[config.mk]
export PLATFORM = sky130hd
export DESIGN_NAME = mem_port_arbiter
export DESIGN_NICKNAME = d
export VERILOG_FILES = /design/src/rtl/mem_port_arbiter.sv
export SDC_FILE = /design/constraint.sdc
export NUM_CORES = 1
export LEC_CHECK = 0
export ABC_AREA = 0
export CORE_AREA = 5 5 130 132
export DETAILED_ROUTE_END_ITERATION = 7
export DIE_AREA = 0 0 135 137
export GPL_ROUTABILITY_DRIVEN = 0
export GPL_TIMING_DRIVEN = 0
export PLACE_DENSITY = 0.75
export SLEW_MARGIN = 20
export SYNTH_ARGS = -nofsm -noshare
export SYNTH_HDL_FRONTEND = slang
export SYNTH_SLANG_ARGS = --single-unit
[constraint.sdc]
create_clock -name Clk -period 1.8 [get_ports Clk]
set_input_delay 0.45 -clock Clk [delete_from_list [all_inputs] [get_ports Clk]]
set_output_delay 0.45 -clock Clk [all_outputs]
set_load 0.01 [all_outputs]
[src/rtl/mem_port_arbiter.sv]
// -----------------------------------------------------------------------------
// mem_port_arbiter
//
// Shares one single-ported, fixed-latency unified memory between the
// instruction-fetch requester (IF) and the memory-access requester (MEM).
// One command is outstanding at a time. Each access runs the sequence
// IDLE -> ISSUE -> WAIT* -> CAPTURE -> ACK. The owner gets a one-cycle ack with
// its read data. MEM normally wins arbitration. IF is forced through after
// STARVE_LIMIT consecutive MEM grants that were made while IF was waiting.
//
// Parameters
//   ADDR_W        address width
//   DATA_W        data width
//   LATENCY       cycles from ram_en to valid ram_rdata (1..15)
//   STARVE_LIMIT  MEM grants tolerated while IF waits (1..15)
//
// Ports
//   Clk, Reset            rising-edge clock, synchronous active-low reset
//   if_req/if_addr        IF read request, held until if_ack
//   mem_req/mem_we/mem_be/mem_addr/mem_wdata
//                         MEM request, held until mem_ack
//   ram_en/ram_we/ram_be/ram_addr/ram_wdata
//                         registered command to the memory macro
//   ram_rdata             memory read data, valid LATENCY cycles after ram_en
//   if_ack/if_rdata       IF completion pulse and fetched word
//   mem_ack/mem_rdata     MEM completion pulse and load data (0 for writes)
//   stall_if/stall_mem    combinational freeze requests to the hazard unit
// -----------------------------------------------------------------------------
module mem_port_arbiter #(
    parameter int ADDR_W       = 32,
    parameter int DATA_W       = 32,
    parameter int LATENCY      = 2,
    parameter int STARVE_LIMIT = 4
) (
    input  logic              Clk,
    input  logic              Reset,

    input  logic              if_req,
    input  logic [ADDR_W-1:0] if_addr,

    input  logic              mem_req,
    input  logic              mem_we,
    input  logic [3:0]        mem_be,
    input  logic [ADDR_W-1:0] mem_addr,
    input  logic [DATA_W-1:0] mem_wdata,

    output logic              ram_en,
    output logic              ram_we,
    output logic [3:0]        ram_be,
    output logic [ADDR_W-1:0] ram_addr,
    output logic [DATA_W-1:0] ram_wdata,
    input  logic [DATA_W-1:0] ram_rdata,

    output logic              if_ack,
    output logic [DATA_W-1:0] if_rdata,
    output logic              mem_ack,
    output logic [DATA_W-1:0] mem_rdata,

    output logic              stall_if,
    output logic              stall_mem
);

    typedef enum logic [2:0] {
        IDLE,
        ISSUE,
        WAIT,
        CAPTURE,
        ACK
    } state_t;

    typedef enum logic {
        OWNER_IF  = 1'b0,
        OWNER_MEM = 1'b1
    } owner_t;

    // The wait counter is loaded in ISSUE, so it counts the remaining
    // LATENCY-1 cycles until ram_rdata is valid.
    localparam logic [3:0] WAIT_LOAD  = 4'(LATENCY - 1);
    localparam logic [3:0] STARVE_MAX = 4'(STARVE_LIMIT);

    state_t     state;
    owner_t     owner;
    logic       owner_we;     // the access in flight is a MEM write
    logic [3:0] wait_cnt;
    logic [3:0] starve_cnt;
    logic       grant_if;

    // IF wins when it is alone, or when MEM has starved it long enough.
    assign grant_if  = if_req & (~mem_req | (starve_cnt == STARVE_MAX));

    // The stalls follow the request inputs combinationally, so a requester
    // is frozen from the cycle it asks until the cycle it sees its ack.
    assign stall_if  = if_req  & ~if_ack;
    assign stall_mem = mem_req & ~mem_ack;

    always_ff @(posedge Clk) begin
        // NOTE: The reset is synchronous and clears every output register,
        // so no ack or command can come out of an access that reset aborted.
        if (!Reset) begin
            state      <= IDLE;
            owner      <= OWNER_IF;
            owner_we   <= 1'b0;
            wait_cnt   <= '0;
            starve_cnt <= '0;
            ram_en     <= 1'b0;
            ram_we     <= 1'b0;
            ram_be     <= '0;
            ram_addr   <= '0;
            ram_wdata  <= '0;
            if_ack     <= 1'b0;
            if_rdata   <= '0;
            mem_ack    <= 1'b0;
            mem_rdata  <= '0;
        end else begin
            // NOTE: Strobes default low here and are raised only in the
            // state that owns them. This keeps each one to one cycle, and
            // every state assignment in this block is non-blocking.
            ram_en  <= 1'b0;
            ram_we  <= 1'b0;
            if_ack  <= 1'b0;
            mem_ack <= 1'b0;

            case (state)
                IDLE: begin
                    if (if_req || mem_req) begin
                        // Register the winner's command now so it is on the
                        // ram_* pins during the ISSUE cycle.
                        state  <= ISSUE;
                        ram_en <= 1'b1;
                        if (grant_if) begin
                            owner      <= OWNER_IF;
                            owner_we   <= 1'b0;
                            ram_we     <= 1'b0;
                            ram_be     <= 4'hF;
                            ram_addr   <= if_addr;
                            ram_wdata  <= '0;
                            starve_cnt <= '0;
                        end else begin
                            owner     <= OWNER_MEM;
                            owner_we  <= mem_we;
                            ram_we    <= mem_we;
                            ram_be    <= mem_we ? mem_be : 4'hF;
                            ram_addr  <= mem_addr;
                            ram_wdata <= mem_we ? mem_wdata : '0;
                            // Count only the MEM grants that made IF wait.
                            if (!if_req) begin
                                starve_cnt <= '0;
                            end else if (starve_cnt != STARVE_MAX) begin
                                starve_cnt <= starve_cnt + 4'd1;
                            end
                        end
                    end
                end

                ISSUE: begin
                    wait_cnt <= WAIT_LOAD;
                    if (LATENCY == 1) begin
                        state <= CAPTURE;
                    end else begin
                        state <= WAIT;
                    end
                end

                WAIT: begin
                    // Leave when this decrement brings the counter to zero.
                    // The CAPTURE cycle is then LATENCY cycles after ram_en.
                    wait_cnt <= wait_cnt - 4'd1;
                    if (wait_cnt <= 4'd1) begin
                        state <= CAPTURE;
                    end
                end

                CAPTURE: begin
                    state <= ACK;
                    if (owner == OWNER_IF) begin
                        if_rdata <= ram_rdata;
                        if_ack   <= 1'b1;
                    end else begin
                        mem_rdata <= owner_we ? '0 : ram_rdata;
                        mem_ack   <= 1'b1;
                    end
                end

                ACK: begin
                    // No arbitration here. The requester that was just acked
                    // still shows req this cycle and must not be granted again.
                    state <= IDLE;
                end

                default: begin
                    state <= IDLE;
                end
            endcase
        end
    end

endmodule

==> results of run 1 <==
[area by class of cell]
| cell class | count | share of cell area (%) |
|---|---|---|
| well taps | 216 | 2.872 |
| inverters | 7 | 0.2792 |
| repair buffers | 280 | 31.25 |
| plain buffers | 53 | 3.071 |
| flip-flops and latches | 149 | 31.75 |
| clock buffers | 17 | 4.520 |
| clock inverters | 15 | 2.034 |
| multi-input cells | 430 | 24.22 |
[worst min-delay path, cell delays in order]
cell and delay, ns:
buf_2 0.17, nand4_1 0.12, a21oi_1 0.07
[per-stage QoR]
stage                     power (W)  TNS [ns]  hold WS, ns  std cells  worst slack [ns]
after floorplan            0.004733         0       0.4463        639           0.08686
after global placement     0.005864    -75.13       0.4419       1128           -0.9394
after detailed placement   0.005888    -75.02       0.4464       1128           -0.9166
after CTS                  0.009712         0       0.4121       1165          0.002475
after global routing        0.01007  -0.03278       0.4354       1167          -0.02336
final                      0.009627         0       0.4468       1167           0.03156
[logic make-up (layout without fill, tap and decap cells)]
group / count (synthesis) / in the layout
AO/OA/AOI/OAI: 219 / 219
XOR/XNOR: 1 / 1
adder cells (fa/ha/maj): 4 / 4
buffers and inverters: 61 / 372
flip-flops: 149 / 149
multiplexers: 1 / 1
AND/OR/NAND/NOR: 204 / 205
[cell usage after synthesis, types with 2 or more instances]
| cell | n |
|---|---|
| o21ai_1 | 26 |
| nor2_1 | 15 |
| o21ai_0 | 41 |
| nor3_1 | 2 |
| a21oi_1 | 105 |
| clkbuf_1 | 31 |
| nand2_1 | 134 |
| buf_2 | 16 |
| o221a_2 | 5 |
| buf_1 | 6 |
| nand2b_1 | 2 |
| inv_1 | 6 |
| dfxtp_1 | 149 |
| nand3_1 | 35 |
| nor3_2 | 2 |
| ha_1 | 4 |
| a22o_1 | 32 |
[path summary, 6_finish.rpt]
check / from / to / slack [ns] / cells after the start
min: if_req / starve_cnt[1] / 0.45 / 3
min reg2reg: if_rdata[8] / if_rdata[8] / 0.45 / 2
max reg2reg: starve_cnt[0] / ram_wdata[5] / 0.03 / 8
max: ram_wdata[18] / ram_wdata[18] / 0.03 / 1
[cells in the final DEF (no fill, tap or decap), types with 6 or more instances in the layout]
cell type        instances
o21ai_1                 26
nand2_1                134
dfxtp_1                147
inv_6                    6
dlymetal6s2s_1          57
dlygate4sd2_1           10
clkbuf_1                17
nand3_1                 35
nor2_1                  14
buf_4                   11
clkbuf_2                 9
o21ai_0                 41
clkdlybuf4s50_1        204
a22o_1                  32
buf_2                   10
clkbuf_16               18
a21oi_1                104
[state kept, by name, indices dropped and copies added (netlist names)]
register,flops
if_ack,1
if_rdata,32
mem_ack,1
mem_rdata,32
owner,1
owner_we,1
ram_addr,32
ram_be,4
ram_en,1
ram_wdata,32
ram_we,1
starve_cnt,4
state,3
wait_cnt,4
[where the power goes]
| part | switching (W) | internal, W | total (W) |
|---|---|---|---|
| clock network | 0.00152 | 0.00222 | 0.00374 |
| logic | 0.00105 | 0.00108 | 0.00212 |
| registers | 0.000166 | 0.00360 | 0.00376 |
[per-layer routing]
metal / share of wire, % / global-route usage (%) / vias to the layer above
li1: - / - / 2822
met4: 1.9 / 6.831 / 0
met1: 42 / 24.75 / 2621
met3: 9.6 / 8.051 / 27
met5: 0 / 0 / -
met2: 47 / 32.71 / 232
[repair_timing]
action	4_1_cts	5_1_grt
setup endpoints to repair	96	140
pin swaps	3	2
cloned	1	1
setup buffers	5	1
resized for setup	44	80
==> impl_metrics.toml, run 1 <==
[finish]
design_area_mm2 = 0.009412
postLayoutCoreUtil_pct = 60.34
synthToLayoutAreaGrowth_pct = 71.77
diodes = 0
fin_nets = 1079
register_area_mm2 = 0.002988
drive_above_1_share_pct = 9.674
multiInputGateArea_mm2 = 0.002280
fill_cells = 1396

[routing]
drt_iter0_drc = 291
via_count = 5702
drcViolationCount = 0
ant_nets = 0
routed_wl_um = 19380
wl_per_cell_um = 16.61
vias_per_cell = 4.886
dr.pass1.iters = 6

[yosys]
netlist.area_leader.share_pct = 54.44
synthSimpleGateAreaFrac_pct = 16.26
synthArstFlopShare_pct = 0
synthMuxAreaShare_pct = 0.2055
synth_seq_cells = 149
synthCells = 639
synth_compound_area_share_pct = 23.34
yosys.area.top_type = "dfxtp_1"
synthDistinctLibCells = 45
synthAdderAreaFrac_pct = 0.9135
ys_seq_area_share_pct = 54.44
synth_top_family_by_area = "compound AO/OA/AOI/OAI gates"
synth_area_leaders = "dfxtp_1 54%, a21oi_1 9.6%, nand2_1 9.2%"
synthXorXnorAreaFrac_pct = 0.1599
ys_warn_count = 0
synth.net_count = 780
synthesis.area_mm2 = 0.005479
synth_top_flop_cell = "dfxtp_1"
synth_area_per_cell_um2 = 8.574
synth_edf_count = 0

[setup_path]
crit_buf_inv = 1
slowest_delay_ns = 0.56
worst-path-max-fanout = 2
required_ns = 1.35
end_kind = "primary output"
crit_chain = "clkdlybuf4s50_1"
cp.arrival_ns = 1.32
cp_top_family = "buffers and inverters"
start_kind = "flop"
path_class = "flop to primary output"
slowest_stage = "clkdlybuf4s50_1"

[sta]
post-route-period-util_pct = 98.25
fmax_mhz = 565.5
post-route-min-period_ns = 1.768
setup_viol = 0
hold_viol = 0
tightest_slew_ns = 0.5596
relSlewSlack_pct = 62.70
finalClockSkew_ns = 0.007493
finalMaxSlewViolations = 0

[cts]
h-tree-depth = 4
numCtsBuffers = 17
cts_tree = "yes"
clock_latency_ns = 0.42
postCtsHoldBufs = 0
clock_path_buffers = 2
clk_pin_slew_ns = 0.07
cts_root_buf = "clkbuf_16"
cts_sinks = 149

[floorplan]
initial_core_util_pct = 35.13
dieArea_mm2 = 0.01850
num_io_pins = 275
dieWidth_um = 135
rows = 46
fp.coreArea_mm2 = 0.01560
die_h_um = 137

[placed_design]
portBuffers = 273
dp_hpwl_um = 14190
dpl_cell_area_mm2 = 0.008482

[grt]
grt_overflow = 0
grt_antenna_before_repair = 0
grt_pass1_wl_um = 29550
grt_pass1_vias = 5515
grt_util_all_layers_pct = 20.26
grt_max_degree = 17

[hold_path]
hold_path_class = "input pin to flop"

[power_and_ir_drop]
cellLeakagePower_nw = 4.423
worst_ir_drop_vdd_v = 0.0007943
power_density_mw_per_mm2 = 1023

[run]
maxCapViolCount = 0

[run_status]
status = "complete, no violations"
Note: power is estimated with default switching activity, not from simulation.
==> run 2, diff against run 1 <==
- CORE_AREA: 5 5 130 132 -> 2 2 127 129
- DIE_AREA: 0 0 135 137 -> 0 0 129 131
==> run 2 against run 1 <==
Clock power is 7.0% lower. Critical path depth unchanged. Combinational power fell by 2%. Largest cell class unchanged. Sequential power hardly changed. Global-route usage rose by 0.58 points. Via count down 0.61%. Highest routed layer is now met5.
==> impl_metrics.toml, run 2 (synthesis gave the netlist of run 1 again) <==
[routing]
drt_iter0_drc = 173
routed_wl_um = 17970
ant_nets = 0
drcViolationCount = 0
wl_per_cell_um = 15.46
via_count = 5667
vias_per_cell = 4.877
dr.pass1.iters = 4

[setup_path]
path_class = "flop to primary output"
reg2reg_depth = 8
crit_chain = "clkdlybuf4s50_1"
cp_top_family = "buffers and inverters"
slowest_delay_ns = 0.57
end_kind = "primary output"
r2r_end = "ram_wdata[23]"
start_kind = "flop"
crit_buf_inv = 1
worst-path-max-fanout = 2
required_ns = 1.35
slowest_stage = "clkdlybuf4s50_1"
r2r_setup_slack_ns = 0.08
reg2reg_from = "starve_cnt[0]"
cp.arrival_ns = 1.31

[grt]
grt_util_all_layers_pct = 20.84
grt_pass1_vias = 5324
grt_pass1_wl_um = 27460
grt_antenna_before_repair = 0
grt_overflow = 0
grt_max_degree = 17

[placed_design]
placed_cells = 1128
portBuffers = 273
dpl_cell_area_mm2 = 0.008482
preCtsSetupSlack_ns = -0.8906
dp_hpwl_um = 13270

[sta]
finalMaxSlewViolations = 0
finalClockSkew_ns = 0.008436
tightest_slew_ns = 0.5437
hold_viol = 0
post-route-period-util_pct = 97.83
relSlewSlack_pct = 63.75
layout_setup_ws_ns = 0.03902
fmax_mhz = 567.9
rsz0062_at_grt = "true"
post-route-min-period_ns = 1.761
setup_viol = 0

[floorplan]
num_io_pins = 275
initial_core_util_pct = 35.13
dieWidth_um = 129
fp.coreArea_mm2 = 0.01560
die_h_um = 131
rows = 46
dieArea_mm2 = 0.01690

[finish]
mostFrequentLayoutCells = "236 x clkdlybuf4s50_1, 147 x dfxtp_1, 134 x nand2_1"
layout.cells.most_common = "clkdlybuf4s50_1"
fin_cells = 1162
diodes = 0
synthToLayoutAreaGrowth_pct = 69.06
fin_nets = 1074
drive_above_1_share_pct = 8.985
design_area_mm2 = 0.009263

[cts]
clock_latency_ns = 0.42
clk_pin_slew_ns = 0.06
cts_tree = "yes"
cts_sinks = 149
postCtsHoldBufs = 0
cts_root_buf = "clkbuf_16"
h-tree-depth = 4
clock_path_buffers = 2
numCtsBuffers = 17

[power_and_ir_drop]
power_density_mw_per_mm2 = 1007
worst_ir_drop_vdd_v = 0.0006377
power_w = 0.009325
cellLeakagePower_nw = 3.901

[hold_path]
min_from = "if_req"
hold_path_class = "input pin to flop"
holdPathEnd = "starve_cnt[1]"
min_path_cells = 3

[run_status]
status = "complete, no violations"

[run]
maxCapViolCount = 0
==> run 2: worst max path at each step <==
stage	startpoint	end	cells past startpoint
after floorplan	starve_cnt[0]	ram_wdata[23]	8
after global placement	if_req	starve_cnt[2]	6
after detailed placement	if_req	starve_cnt[2]	6
after CTS	mem_rdata[22]	mem_rdata[22]	1
after global routing	starve_cnt[0]	ram_addr[19]	7
final	if_rdata[23]	if_rdata[23]	1
==> run 2: stage by stage <==
step / hold WS (ns) / utilization, % / TNS [ns]
floorplan: 0.4463 / - / 0
global placement: 0.4415 / 54.38 / -72.88
detailed placement: 0.4464 / 54.38 / -72.32
CTS: 0.4013 / 58.68 / 0
global route: 0.4190 / 59.39 / -0.02052
finish: 0.4305 / 59.39 / 0
==> run 2: metal layers <==
| layer | track usage [%] | share of wire, % |
|---|---|---|
| met5 | 0 | 0.033 |
| met3 | 6.800 | 7.4 |
| met4 | 8.184 | 2.0 |
| met1 | 25.63 | 43 |
| met2 | 34.05 | 47 |
==> run 2: timing repair <==
item	CTS	global route
buffers inserted	3	0
resized for setup	39	48
pin swaps	2	0
endpoints found under the setup margin	90	142
==> run 2: worst reg2reg max path: stages, from the launching register on <==
cell and delay, ns:
dfxtp_4 0.36, inv_1 0.04, ha_1 0.18, and3b_2 0.26
o21ai_4 0.17, buf_12 0.14, nand3_4 0.15, clkbuf_8 0.22
o21ai_1 0.14
==> run 2: final cells by class <==
type / instances / area, µm²
clock buffer: 20 / 466.7
fill: 1416 / 6335
buffer: 53 / 287.8
multi-input combinational: 429 / 2270
sequential: 149 / 2988
clock inverter: 12 / 117.6
inverter: 7 / 26.28
tap: 216 / 270.3
timing repair buffer: 276 / 2836
==> run 2: power breakdown <==
part | switching, W | internal (W) | total [W]
clock | 0.00144 | 0.00203 | 0.00348
combinational | 0.00101 | 0.00107 | 0.00208
sequential | 0.000166 | 0.00360 | 0.00377
total | 0.00262 | 0.00670 | 0.00933
==> run 3, diff against run 2 <==
- CTS_CLUSTER_DIAMETER: not set -> 50
==> results of run 3 <==
Same layout as run 2: the final DEF is identical, and so are final timing and power.
